===== config.mk =====
export PLATFORM = sky130hd
export DESIGN_NAME = calc_op_sequencer
export DESIGN_NICKNAME = d
export VERILOG_FILES = /design/src/rtl/calc_op_sequencer.sv
export SDC_FILE = /design/constraint.sdc
export NUM_CORES = 1
export LEC_CHECK = 0
export ABC_AREA = 0
export BUFFER_PORTS_ARGS = -buffer_cell sky130_fd_sc_hd__buf_2
export CAP_MARGIN = 20
export CORE_MARGIN = 8
export CORE_UTILIZATION = 47
export CTS_CLUSTER_SIZE = 25
export DETAILED_ROUTE_END_ITERATION = 8
export PLACE_DENSITY = 0.75
export SYNTH_ARGS = -nofsm -noshare
export SYNTH_HDL_FRONTEND = slang
export SYNTH_SLANG_ARGS = --single-unit

===== constraint.sdc =====
create_clock -name clk -period 1.65 [get_ports clk]
set_input_delay 0.165 -clock clk [delete_from_list [all_inputs] [get_ports clk]]
set_output_delay 0.165 -clock clk [all_outputs]
set_load 0.01 [all_outputs]

===== src/rtl/calc_op_sequencer.sv =====
// Key-stream controller for the calculator's registered 4-bit add/subtract datapath.
// Define CALC_CHAIN_EN to let an operator in IDLE reuse the previous result as operand A.
module calc_op_sequencer #(
  parameter int ADDER_LAT = 2
) (
  input  logic       clk,
  input  logic       rst,
  input  logic       in_valid,
  input  logic [1:0] in_kind,
  input  logic [3:0] in_data,
  output logic       in_ready,
  output logic [3:0] add_a,
  output logic [3:0] add_b,
  output logic       add_binvert,
  input  logic [4:0] add_cout,
  output logic       res_valid,
  output logic [4:0] res_value,
  output logic       res_neg,
  output logic       err
);

  typedef enum logic [2:0] {
    S_IDLE, S_GOT_A, S_GOT_OP, S_GOT_B, S_EXEC, S_DONE
  } state_t;

  localparam logic [1:0] K_DIGIT = 2'b00;
  localparam logic [1:0] K_MINUS = 2'b10;
  localparam logic [1:0] K_EQ    = 2'b11;

  state_t     state_q, state_d;
  logic [2:0] cnt_q, cnt_d;
  logic [3:0] add_a_q, add_a_d, add_b_q, add_b_d;
  logic       binv_q, binv_d;
  logic [4:0] res_value_q, res_value_d;
  logic       res_neg_q, res_neg_d;
  logic       res_valid_q, res_valid_d;
  logic       err_q, err_d;
  logic       in_ready_q, in_ready_d;
  logic       chain_q, chain_d;

  logic accept, is_digit, is_op, is_eq, bad_key;

  assign accept   = in_valid & in_ready_q;
  assign is_digit = (in_kind == K_DIGIT);
  assign is_eq    = (in_kind == K_EQ);
  assign is_op    = !is_digit && !is_eq;

  // NOTE: async reset clears every flop; all sequential state uses non-blocking assignments.
  always_ff @(posedge clk or posedge rst) begin
    if (rst) begin
      state_q     <= S_IDLE;
      cnt_q       <= '0;
      add_a_q     <= '0;
      add_b_q     <= '0;
      binv_q      <= 1'b0;
      res_value_q <= '0;
      res_neg_q   <= 1'b0;
      res_valid_q <= 1'b0;
      err_q       <= 1'b0;
      in_ready_q  <= 1'b1;
      chain_q     <= 1'b0;
    end else begin
      state_q     <= state_d;
      cnt_q       <= cnt_d;
      add_a_q     <= add_a_d;
      add_b_q     <= add_b_d;
      binv_q      <= binv_d;
      res_value_q <= res_value_d;
      res_neg_q   <= res_neg_d;
      res_valid_q <= res_valid_d;
      err_q       <= err_d;
      in_ready_q  <= in_ready_d;
      chain_q     <= chain_d;
    end
  end

  // NOTE: every comb output gets a default first so no latch is inferred.
  always_comb begin
    state_d     = state_q;
    cnt_d       = cnt_q;
    add_a_d     = add_a_q;
    add_b_d     = add_b_q;
    binv_d      = binv_q;
    res_value_d = res_value_q;
    res_neg_d   = res_neg_q;
    chain_d     = chain_q;
    bad_key     = 1'b0;

    case (state_q)
      S_IDLE: if (accept) begin
        if (is_digit) begin
          add_a_d = in_data;
          state_d = S_GOT_A;
        end else begin
`ifdef CALC_CHAIN_EN
          if (is_op && chain_q && !res_neg_q && (res_value_q <= 5'd15)) begin
            add_a_d = res_value_q[3:0];
            binv_d  = (in_kind == K_MINUS);
            state_d = S_GOT_OP;
          end else begin
            bad_key = 1'b1;
          end
`else
          bad_key = 1'b1;
`endif
        end
      end
      S_GOT_A: if (accept) begin
        if (is_digit) begin
          add_a_d = in_data;
        end else if (is_op) begin
          binv_d  = (in_kind == K_MINUS);
          state_d = S_GOT_OP;
        end else begin
          bad_key = 1'b1;
        end
      end
      S_GOT_OP: if (accept) begin
        if (is_digit) begin
          add_b_d = in_data;
          state_d = S_GOT_B;
        end else if (is_op) begin
          binv_d = (in_kind == K_MINUS);
        end else begin
          bad_key = 1'b1;
        end
      end
      S_GOT_B: if (accept) begin
        if (is_digit) begin
          add_b_d = in_data;
        end else if (is_op) begin
          binv_d = (in_kind == K_MINUS);
        end else begin
          cnt_d   = '0;
          state_d = S_EXEC;
        end
      end
      S_EXEC: begin
        cnt_d = cnt_q + 3'd1;
        // Operands were stable before equals, so cout is valid on this edge.
        if (cnt_q == 3'(ADDER_LAT - 1)) begin
          res_neg_d   = binv_q & add_cout[4];
          res_value_d = res_neg_d ? (~add_cout + 5'd1) : add_cout;
          chain_d     = 1'b1;
          state_d     = S_DONE;
        end
      end
      S_DONE:  state_d = S_IDLE;
      default: state_d = S_IDLE;
    endcase

    if (bad_key) begin
      state_d = S_IDLE;
      add_a_d = '0;
      add_b_d = '0;
      binv_d  = 1'b0;
      chain_d = 1'b0;
    end
`ifndef CALC_CHAIN_EN
    chain_d = 1'b0;
`endif
  end

  always_comb begin
    err_d       = bad_key;
    res_valid_d = (state_d == S_DONE);
    in_ready_d  = !((state_d == S_EXEC) || (state_d == S_DONE));
  end

  assign in_ready    = in_ready_q;
  assign add_a       = add_a_q;
  assign add_b       = add_b_q;
  assign add_binvert = binv_q;
  assign res_valid   = res_valid_q;
  assign res_value   = res_value_q;
  assign res_neg     = res_neg_q;
  assign err         = err_q;

endmodule


==> results of run 1 <==
[how the worst max path moves through the flow]
| stage | startpoint | to | slack, ns | cells past startpoint |
|---|---|---|---|---|
| floorplan | state_q[0] | res_value[0] | 0.06 | 3 |
| global placement | state_q[0] | res_value[2] | 0.04 | 3 |
| detailed placement | state_q[0] | res_value[0] | -0.0004 | 3 |
| CTS | state_q[0] | res_value[0] | 0.06 | 4 |
| global route | state_q[0] | res_neg | 0.01 | 4 |
| finish | state_q[0] | res_value[0] | 0.06 | 4 |
[cells in the mapped netlist (all sizes together)]
cell type	count
a21boi	1
o311ai	2
and4b	1
nand2	2
xnor2	3
or3b	2
nand3	8
nand3b	3
o2bb2ai	1
and2	2
nor2b	3
mux2i	3
nor3b	2
a22oi	10
o2111ai	1
nor4bb	1
a211oi	1
a21oi	1
mux2	6
dfrtp	23
o21bai	2
buf	3
nand4b	2
o31ai	1
ha	6
inv	10
nor2	1
o21ai	9
dfstp	1
a31oi	1
clkbuf	4
xor2	1
o41ai	1
and4bb	1
[per-stage QoR]
stage	cell area, µm²	hold slack, ns	setup WS, ns
CTS	1550	0.0945	0.0574
floorplan	1290	0.179	0.0584
detailed placement	1510	0.226	-0.000423
global route	1550	0.0937	0.0143
finish	1550	0.113	0.0643
global placement	1510	0.216	0.0449
[cell families after synthesis]
logic type      count (synthesis)
compound gates                 31
xor+xnor                        4
fa+ha+maj                       6
buf+inv                        17
flops                          24
mux                             9
simple gates                   28
[timing repair]
item                                    in CTS  in global routing
endpoints found under the setup margin       3                  0
hold endpoints to repair                    23                  0
buffers inserted                             1                  0
hold buffers                                 1                  0
[report_power, final]
part / switching, µW / total, µW / internal (µW)
Sequential: 53.9 / 700 / 646
Combinational: 165 / 306 / 141
Clock: 168 / 262 / 94.5
[per-layer routing]
metal	up-vias	wire, µm	global-route usage [%]
met3	5	246	2.78
met1	489	1330	18.7
met5	-	0	0
met4	0	48	5.37
met2	31	1190	20.1
li1	508	-	-
[state kept, by name, indices dropped and copies added (netlist names)]
register	count
add_a	4
add_b	4
add_binvert	1
cnt_q	3
err	1
in_ready	1
res_neg	1
res_valid	1
res_value	5
state_q	3
[critical path: stages (launching register included)]
cell and delay (ns):
dfrtp_1 0.40, or3b_4 0.42, nor3b_4 0.17, buf_4 0.17
mux2_2 0.33
[final cells by class]
cell class | instances | area [µm²] | area share [%]
clock buffer | 4 | 26.3 | 1.69
sequential | 24 | 602 | 38.8
inverter | 10 | 37.5 | 2.42
timing repair buffer | 40 | 225 | 14.5
tap | 31 | 38.8 | 2.50
multi-input combinational | 78 | 622 | 40.1
==> reports/results.ini, run 1 <==
[global_routing]
grt-ovfl-total = 0
grt.total_usage_pct = 13.5
grt_pass1_vias = 1064
grt_pass1_wl_um = 4840
grt_max_degree = 25
antenna_found_initial = 0

[final_layout]
syn_to_final_growth_pct = 20.3
layout-drive-gt1-share_pct = 34.0
n_antenna_cell = 0
nets = 177
stdcell_count = 187
fin_util_pct = 57.8
final_common_cell = buf_2
final_cell_mix = buf_2 (31), dfrtp_1 (23), a22oi_1 (10), inv_1 (10), o21ai_0 (9)
fillers = 230

[synthesis]
synth_compound_gate_area_share_pct = 16.5
postSynthNetCount = 139
synth_warnings = 0
yosysSeqAreaShare_pct = 46.7
syn-cell-area_um2 = 1290
synth-simple-area-share_pct = 15.6
synth-seq-cells = 24
synth_cell_types = 37
synthAdderAreaFrac_pct = 5.82
synthMuxAreaShare_pct = 7.57
synthCells = 119
yosys.area_share.xor_xnor_pct = 2.72
synth_top_family_by_area = compound AO/OA/AOI/OAI gates
synth.top_cell.area_share_pct = 44.6
synth_area_leaders = dfrtp_1 (45%), a22oi_1 (5.8%), ha_1 (5.8%)
syn_area_per_cell_um2 = 10.8
yosysTopAreaCell = dfrtp_1

[routing]
drtPass1Iterations = 4
ant_nets = 0
wirelength_um = 2820
vias_per_cell = 5.52
wl_per_cell_um = 15.1
first_iter_violations = 56
vias = 1033
drc = 0

[cts]
path_clk_slew_ns = 0.13
cts_buffer_depth = 2
cts-htree-levels = 1
cts_resized = 0
cts_num_sinks = 24
clk-insertion-delay-late_ns = 0.32
cts_inserted_buffers = 3
cts-root-buf = clkbuf_4
cts_tree = done

[floorplanning]
ios = 32
num_rows = 19
die_y_um = 68.4
start_util_pct = 48.0
die_area_um2 = 4680
coreArea_um2 = 2690
die_w_um = 68.4

[critical_path]
r2r_slack_ns = 0.06
cp-end-kind = register
crit_path_start_kind = register
r2r-end = res_value[0]
reg2reg_depth = 4
worstReg2RegStart = state_q[0]
crit_type = register to register
cp.required_ns = 1.85
cp_data_arrival_time_ns = 1.79
path_max_fanout = 7

[sta]
finalClockSkew_ns = 0.0103
maxSlewViolCount = 0
final.setup.tns_ns = 0
tightest_slew_ns = 0.429
rsz0062_at_grt = no
timing.final.crit_period_ns = 1.59
setup_viol = 0
post-route-period-util_pct = 96.1
slew_headroom_pct = 71.0
max_clock_freq_mhz = 631
final_hold_viol_count = 0

[power]
p_leak_uw = 0.000802
fin_total_pwr_uw = 1270
power_density_nw_per_um2 = 817
ir_drop_mv = 0.557

[outcome]
status = complete, no violations

[min_path]
min_path_type = primary input to register
hold_depth = 3
whs_endpoint = add_b[2]
hold_start = in_data[2]

[placed_design]
post-dp-hpwl_um = 2160
portBuffers = 31
place_congestion = 0.792
place_inst = 181

[job]
drv_cap = 0

Note: power is estimated with default switching activity, not from simulation.
==> run 2, diff against run 1 <==
--- a/config.mk
+++ b/config.mk
@@ -9,10 +9,11 @@
 export BUFFER_PORTS_ARGS = -buffer_cell sky130_fd_sc_hd__buf_2
 export CAP_MARGIN = 20
 export CORE_MARGIN = 8
-export CORE_UTILIZATION = 47
+export CORE_UTILIZATION = 40
 export CTS_CLUSTER_SIZE = 25
 export DETAILED_ROUTE_END_ITERATION = 8
-export PLACE_DENSITY = 0.75
+export PLACE_DENSITY = 0.65
+export SLEW_MARGIN = 20
 export SYNTH_ARGS = -nofsm -noshare
 export SYNTH_HDL_FRONTEND = slang
 export SYNTH_SLANG_ARGS = --single-unit
==> reports/results.ini, run 2 (same netlist as run 1, synthesis figures left out) <==
[power]
clock_power_share_pct = 24.0  ; +3.3 points
seqPwrFrac_pct = 52.8  ; -2.4 points
fin_total_pwr_uw = 1320  ; +4.4%
internal_power_uw = 922  ; +4.6%
ir_drop_mv = 0.458  ; -18%
p_sw_share_pct = 30.4  ; -0.13 points
p_leak_uw = 0.000808  ; +0.75%
p_comb_share_pct = 23.3  ; -0.8 points
power_density_nw_per_um2 = 839  ; +2.7%
p_sw_uw = 402  ; +4.0%

[critical_path]
critPathMaxStageDelay_ns = 0.41  ; about the same
crit_type = register to register
cp.required_ns = 1.87  ; +0.02 ns
crit_family = simple AND/OR/NAND/NOR gates
reg2reg_depth = 4  ; unchanged
crit_path_start_kind = register
path_max_fanout = 7  ; unchanged
r2r_slack_ns = 0.07  ; about the same
crit_slowest_cell = or3b_4
cp_cell_sequence = or3b_4 > nor3b_4 > buf_4 > mux2_2
cp_data_arrival_time_ns = 1.80  ; about the same
cp-end-kind = register
r2r-end = res_neg
worstReg2RegStart = state_q[0]
path_buf_inv = 1  ; unchanged

[final_layout]
final_cell_mix = buf_2 (31), dfrtp_1 (23), a22oi_1 (10), inv_1 (10), o21ai_0 (9)
final_common_cell = buf_2
layout-drive-gt1-share_pct = 34.6  ; +0.64 points
fin_util_pct = 51.7  ; -6.1 points
nets = 177  ; unchanged
largest_reg_flops = 5  ; unchanged
stdcell_count = 200  ; +7.0%
fillers = 298  ; +30%
syn_to_final_growth_pct = 22.3
n_antenna_cell = 0  ; unchanged

[floorplanning]
die_area_um2 = 5300  ; +13%
die_w_um = 72.8  ; +6.4%
start_util_pct = 42.3  ; -5.8 points
die_y_um = 72.8  ; +6.4%
coreArea_um2 = 3050  ; +14%
ios = 32  ; unchanged
num_rows = 20  ; +1

[cts]
cts_tree = done
cts_inserted_buffers = 3  ; unchanged
cts-htree-levels = 1  ; unchanged
cts-root-buf = clkbuf_4
cts_num_sinks = 24  ; unchanged
clk-insertion-delay-late_ns = 0.32  ; about the same
cts_buffer_depth = 2  ; unchanged
path_clk_slew_ns = 0.14  ; about the same

[sta]
tightest_slew_ns = 0.404  ; -0.0251 ns
rsz0062_at_grt = no
slew_headroom_pct = 72.9  ; +1.9 points
final_hold_viol_count = 0  ; unchanged
finalClockSkew_ns = 0.00838  ; -0.00194 ns
setup_viol = 0  ; unchanged
maxSlewViolCount = 0  ; unchanged
final.setup.tns_ns = 0  ; unchanged
post-route-period-util_pct = 95.9  ; -0.21 points
worst_slack_ns = 0.0677  ; +0.00341 ns
timing.final.crit_period_ns = 1.58  ; -0.00341 ns
max_clock_freq_mhz = 632  ; +0.22%

[placed_design]
place_congestion = 0.772  ; -2.5%
portBuffers = 31  ; unchanged
post-dp-hpwl_um = 2220  ; +2.5%
place_inst = 194  ; +7.2%
place_ws_ns = -0.0249  ; -0.0245 ns

[global_routing]
grt.total_usage_pct = 12.0  ; -1.6 points
antenna_found_initial = 0  ; unchanged
grt_pass1_wl_um = 5140  ; +6.1%
grt_pass1_vias = 1124  ; +5.6%
grt_max_degree = 25  ; unchanged
grt-ovfl-total = 0  ; unchanged

[routing]
drc = 0  ; unchanged
drtPass1Iterations = 4  ; unchanged
wirelength_um = 2950  ; +4.7%
ant_nets = 0  ; unchanged
vias = 1044  ; +1.1%
first_iter_violations = 74  ; +32%
vias_per_cell = 5.22  ; -5.5%
wl_per_cell_um = 14.7  ; -2.2%

[min_path]
hold_depth = 3  ; unchanged
whs_endpoint = add_b[0]
hold_start = in_data[0]
min_path_type = primary input to register

[job]
drv_cap = 0  ; unchanged

[outcome]
status = complete, no violations

-- run 2: cell types whose count changed in the layout (fill, tap and decap cells not counted) --
cell	change
clkbuf_1	-1
clkbuf_8	+1
-- run 2: layout make-up --
class	count	area [µm²]	area share, %
Multi-Input combinational cell	78	622	39.4
Sequential cell	24	602	38.1
Clock buffer	4	36.3	2.30
Timing Repair Buffer	40	225	14.3
Tap cell	44	55.1	3.49
Inverter	10	37.5	2.38
-- run 2: power by group through the flow --
stage          logic (µW)  registers (µW)  clock network, µW
2_1_floorplan         194             710                  0
3_3_place_gp          304             708                  0
3_5_place_dp          310             711                  0
4_1_cts               312             700                324
5_1_grt               349             707                347
6_report              308             699                317
-- run 2: worst min-delay path, delay by kind of cell --
kind | cells | cell delay, ns
AOI/OAI and AO/OA | 1 | 0.06
buffers and inverters | 1 | 0.10
and+or+nand+nor | 1 | 0.07
-- run 2: how the worst max path moves through the flow --
stage               depth (start not counted)            to       start  slack, ns
detailed placement                          3  res_value[3]  state_q[0]      -0.02
floorplan                                   3  res_value[0]  state_q[0]       0.06
global route                                4  res_value[4]  state_q[0]      0.004
global placement                            3  res_value[3]  state_q[0]       0.03
CTS                                         4  res_value[3]  state_q[0]       0.05
finish                                      4       res_neg  state_q[0]       0.07
-- run 2: stage by stage --
stage | hold WS [ns] | area (µm²)
detailed placement | 0.233 | 1520
global route | 0.0979 | 1580
finish | 0.104 | 1580
CTS | 0.101 | 1580
floorplan | 0.179 | 1290
global placement | 0.221 | 1520
-- run 2: metal layers --
layer	global-route usage (%)	up-vias	wire length, µm
met3	3.98	5	229
met4	4.22	0	43
met1	14.1	499	1360
li1	-	507	-
met5	0	-	0
met2	19.7	33	1310
-- run 2: timing repair --
item | in CTS | in global routing
endpoints found under the hold margin | 23 | 0
setup buffers | 1 | 0
setup endpoints to repair | 5 | 0
gates resized for setup | 0 | 0
hold buffers | 1 | 0
==> run 3, diff against run 2 <==
--- a/config.mk
+++ b/config.mk
@@ -6,7 +6,7 @@
 export NUM_CORES = 1
 export LEC_CHECK = 0
 export ABC_AREA = 0
-export BUFFER_PORTS_ARGS = -buffer_cell sky130_fd_sc_hd__buf_2
+export BUFFER_PORTS_ARGS = -buffer_cell sky130_fd_sc_hd__buf_4
 export CAP_MARGIN = 20
 export CORE_MARGIN = 8
 export CORE_UTILIZATION = 40
==> reports/results.ini, run 3 (same netlist as run 1, synthesis figures left out) <==
[outcome]
status = complete, no violations

[sta]
final.setup.tns_ns = 0  ; unchanged
worst_slack_ns = 0.0775  ; +0.00982 ns
rsz0062_at_grt = no
max_clock_freq_mhz = 636  ; +0.62%
finalClockSkew_ns = 0.00317  ; -0.00521 ns
setup_viol = 0  ; unchanged
maxSlewViolCount = 0  ; unchanged
hold_ws_ns = 0.103  ; -0.00124 ns
tightest_slew_ns = 0.415  ; +0.0109 ns
slew_headroom_pct = 72.0  ; -0.95 points
final_hold_viol_count = 0  ; unchanged
post-route-period-util_pct = 95.3  ; -0.60 points
timing.final.crit_period_ns = 1.57  ; -0.00982 ns

[final_layout]
layout-drive-gt1-share_pct = 34.6  ; unchanged
largest_reg_flops = 5  ; unchanged
nets = 177  ; unchanged
final_cell_mix = buf_4 (38), dfrtp_1 (23), a22oi_1 (10), inv_1 (10), o21ai_0 (9)
fillers = 276  ; -7.4%
n_antenna_cell = 0  ; unchanged
fin_area_um2 = 1680  ; +6.2%
final_common_cell = buf_4
syn_to_final_growth_pct = 29.9

[global_routing]
grt_max_degree = 25  ; unchanged
grt-ovfl-total = 0  ; unchanged
grt.total_usage_pct = 11.8  ; -0.12 points
grt_pass1_wl_um = 5140  ; unchanged
grt_pass1_vias = 1185  ; +5.4%
antenna_found_initial = 0  ; unchanged

[routing]
wl_per_cell_um = 14.9  ; +1.2%
drc = 0  ; unchanged
wl_met2_um = 1420  ; +7.8%
vias = 1045  ; +0.096%
wirelength_um = 2980  ; +1.2%
ant_nets = 0  ; unchanged
first_iter_violations = 49  ; -34%
route.met3.wl_um = 167  ; -27%
top_layer_used = met4
wl_met1_um = 1380  ; +1.5%
drtPass1Iterations = 4  ; unchanged
vias_per_cell = 5.23  ; about the same

[cts]
cts_tree = done
path_clk_slew_ns = 0.13  ; about the same
cts_buffer_depth = 2  ; unchanged
cts-htree-levels = 1  ; unchanged
cts_inserted_buffers = 3  ; unchanged
cts_num_sinks = 24  ; unchanged
clk-insertion-delay-late_ns = 0.31  ; about the same
cts-root-buf = clkbuf_4

[power]
ir_drop_mv = 0.492  ; +7.4%
seqPwrFrac_pct = 48.2  ; -4.6 points
p_sw_share_pct = 27.3  ; -3.1 points
p_comb_share_pct = 22.7  ; -0.6 points
p_sw_uw = 395  ; -1.9%
internal_power_uw = 1050  ; +14%
p_leak_uw = 0.000830  ; +2.7%
clock_power_share_pct = 29.1  ; +5.1 points
power_density_nw_per_um2 = 863  ; +2.8%
fin_total_pwr_uw = 1450  ; +9.2%

[placed_design]
place_ws_ns = -0.0195  ; +0.00542 ns
place_congestion = 0.774  ; +0.22%
placed_area_um2 = 1600  ; +5.1%
portBuffers = 31  ; unchanged
post-dp-hpwl_um = 2260  ; +1.9%

[floorplanning]
coreArea_um2 = 3050  ; unchanged
ios = 32  ; unchanged
num_rows = 20  ; unchanged
die_y_um = 72.8  ; unchanged
die_w_um = 72.8  ; unchanged
start_util_pct = 42.3  ; unchanged
die_area_um2 = 5300  ; unchanged

[min_path]
min_path_type = primary input to register

[critical_path]
cp_data_arrival_time_ns = 1.78  ; -0.02 ns
cp.required_ns = 1.86  ; about the same
crit_type = register to register
path_max_fanout = 7  ; unchanged
crit_path_start_kind = register
cp-end-kind = register

[job]
drv_cap = 0  ; unchanged

==> run 3: cell count changes in the layout (fill, tap and decap cells not counted), sizes merged <==
| cell | previous run | this run |
|---|---|---|
| clkbuf | 4 | 3 |
| bufinv | 0 | 1 |
==> run 3: area by class of cell <==
type / instances / area, µm² / share of cell area (%)
Multi-Input combinational cell: 78 / 622 / 37.1
Sequential cell: 24 / 602 / 35.9
Timing Repair Buffer: 40 / 307 / 18.3
Tap cell: 44 / 55.1 / 3.29
Inverter: 10 / 37.5 / 2.24
Clock inverter: 1 / 30.0 / 1.79
Clock buffer: 3 / 22.5 / 1.34
==> run 3: final timing paths <==
| kind | start | to | slack [ns] | cells after the start |
|---|---|---|---|---|
| max | state_q[0] | res_neg | 0.08 | 4 |
| min | add_cout[0] | res_value[0] | 0.10 | 2 |
| max reg2reg | state_q[0] | res_neg | 0.08 | 4 |
| min reg2reg | res_value[2] | res_value[2] | 0.53 | 1 |
| max in group asynchronous | rst | in_ready | 0.92 | 4 |
| min in group asynchronous | rst | res_value[3] | 0.44 | 4 |
==> run 3: what timing repair did <==
item,4_1_cts,5_1_grt
setup endpoints to repair,5,1
gates resized for setup,0,1
setup buffers,1,0
hold buffers,1,0
endpoints found under the hold margin,23,0
pin swaps,1,0
gates cloned,0,0
==> run 3: power groups by stage <==
| stage | clock network, µW | logic [µW] | registers [µW] |
|---|---|---|---|
| 2_1_floorplan | 0 | 194 | 710 |
| 3_3_place_gp | 0 | 324 | 708 |
| 3_5_place_dp | 0 | 326 | 709 |
| 4_1_cts | 434 | 329 | 699 |
| 5_1_grt | 457 | 363 | 708 |
| 6_report | 421 | 328 | 697 |
==> run 3: critical path, cell delays in order (launching register included) <==
cell and delay, ns:
dfrtp_1 0.41, or3b_4 0.41, nor3b_4 0.18, buf_6 0.15
mux2_2 0.33
==> run 3: per-stage QoR <==
step | instances | utilization, %
after detailed placement | 194 | 52.5
after global placement | 194 | 52.5
after global routing | 200 | 54.9
after CTS | 200 | 54.8
after floorplan | 119 | -
final | 200 | 54.9
==> run 3: routing by layer <==
| metal | vias to the layer above | global-route usage (%) |
|---|---|---|
| met5 | - | 0 |
| met4 | 0 | 4.44 |
| met3 | 2 | 2.88 |
| met2 | 26 | 20.3 |
| met1 | 508 | 13.8 |
| li1 | 509 | - |
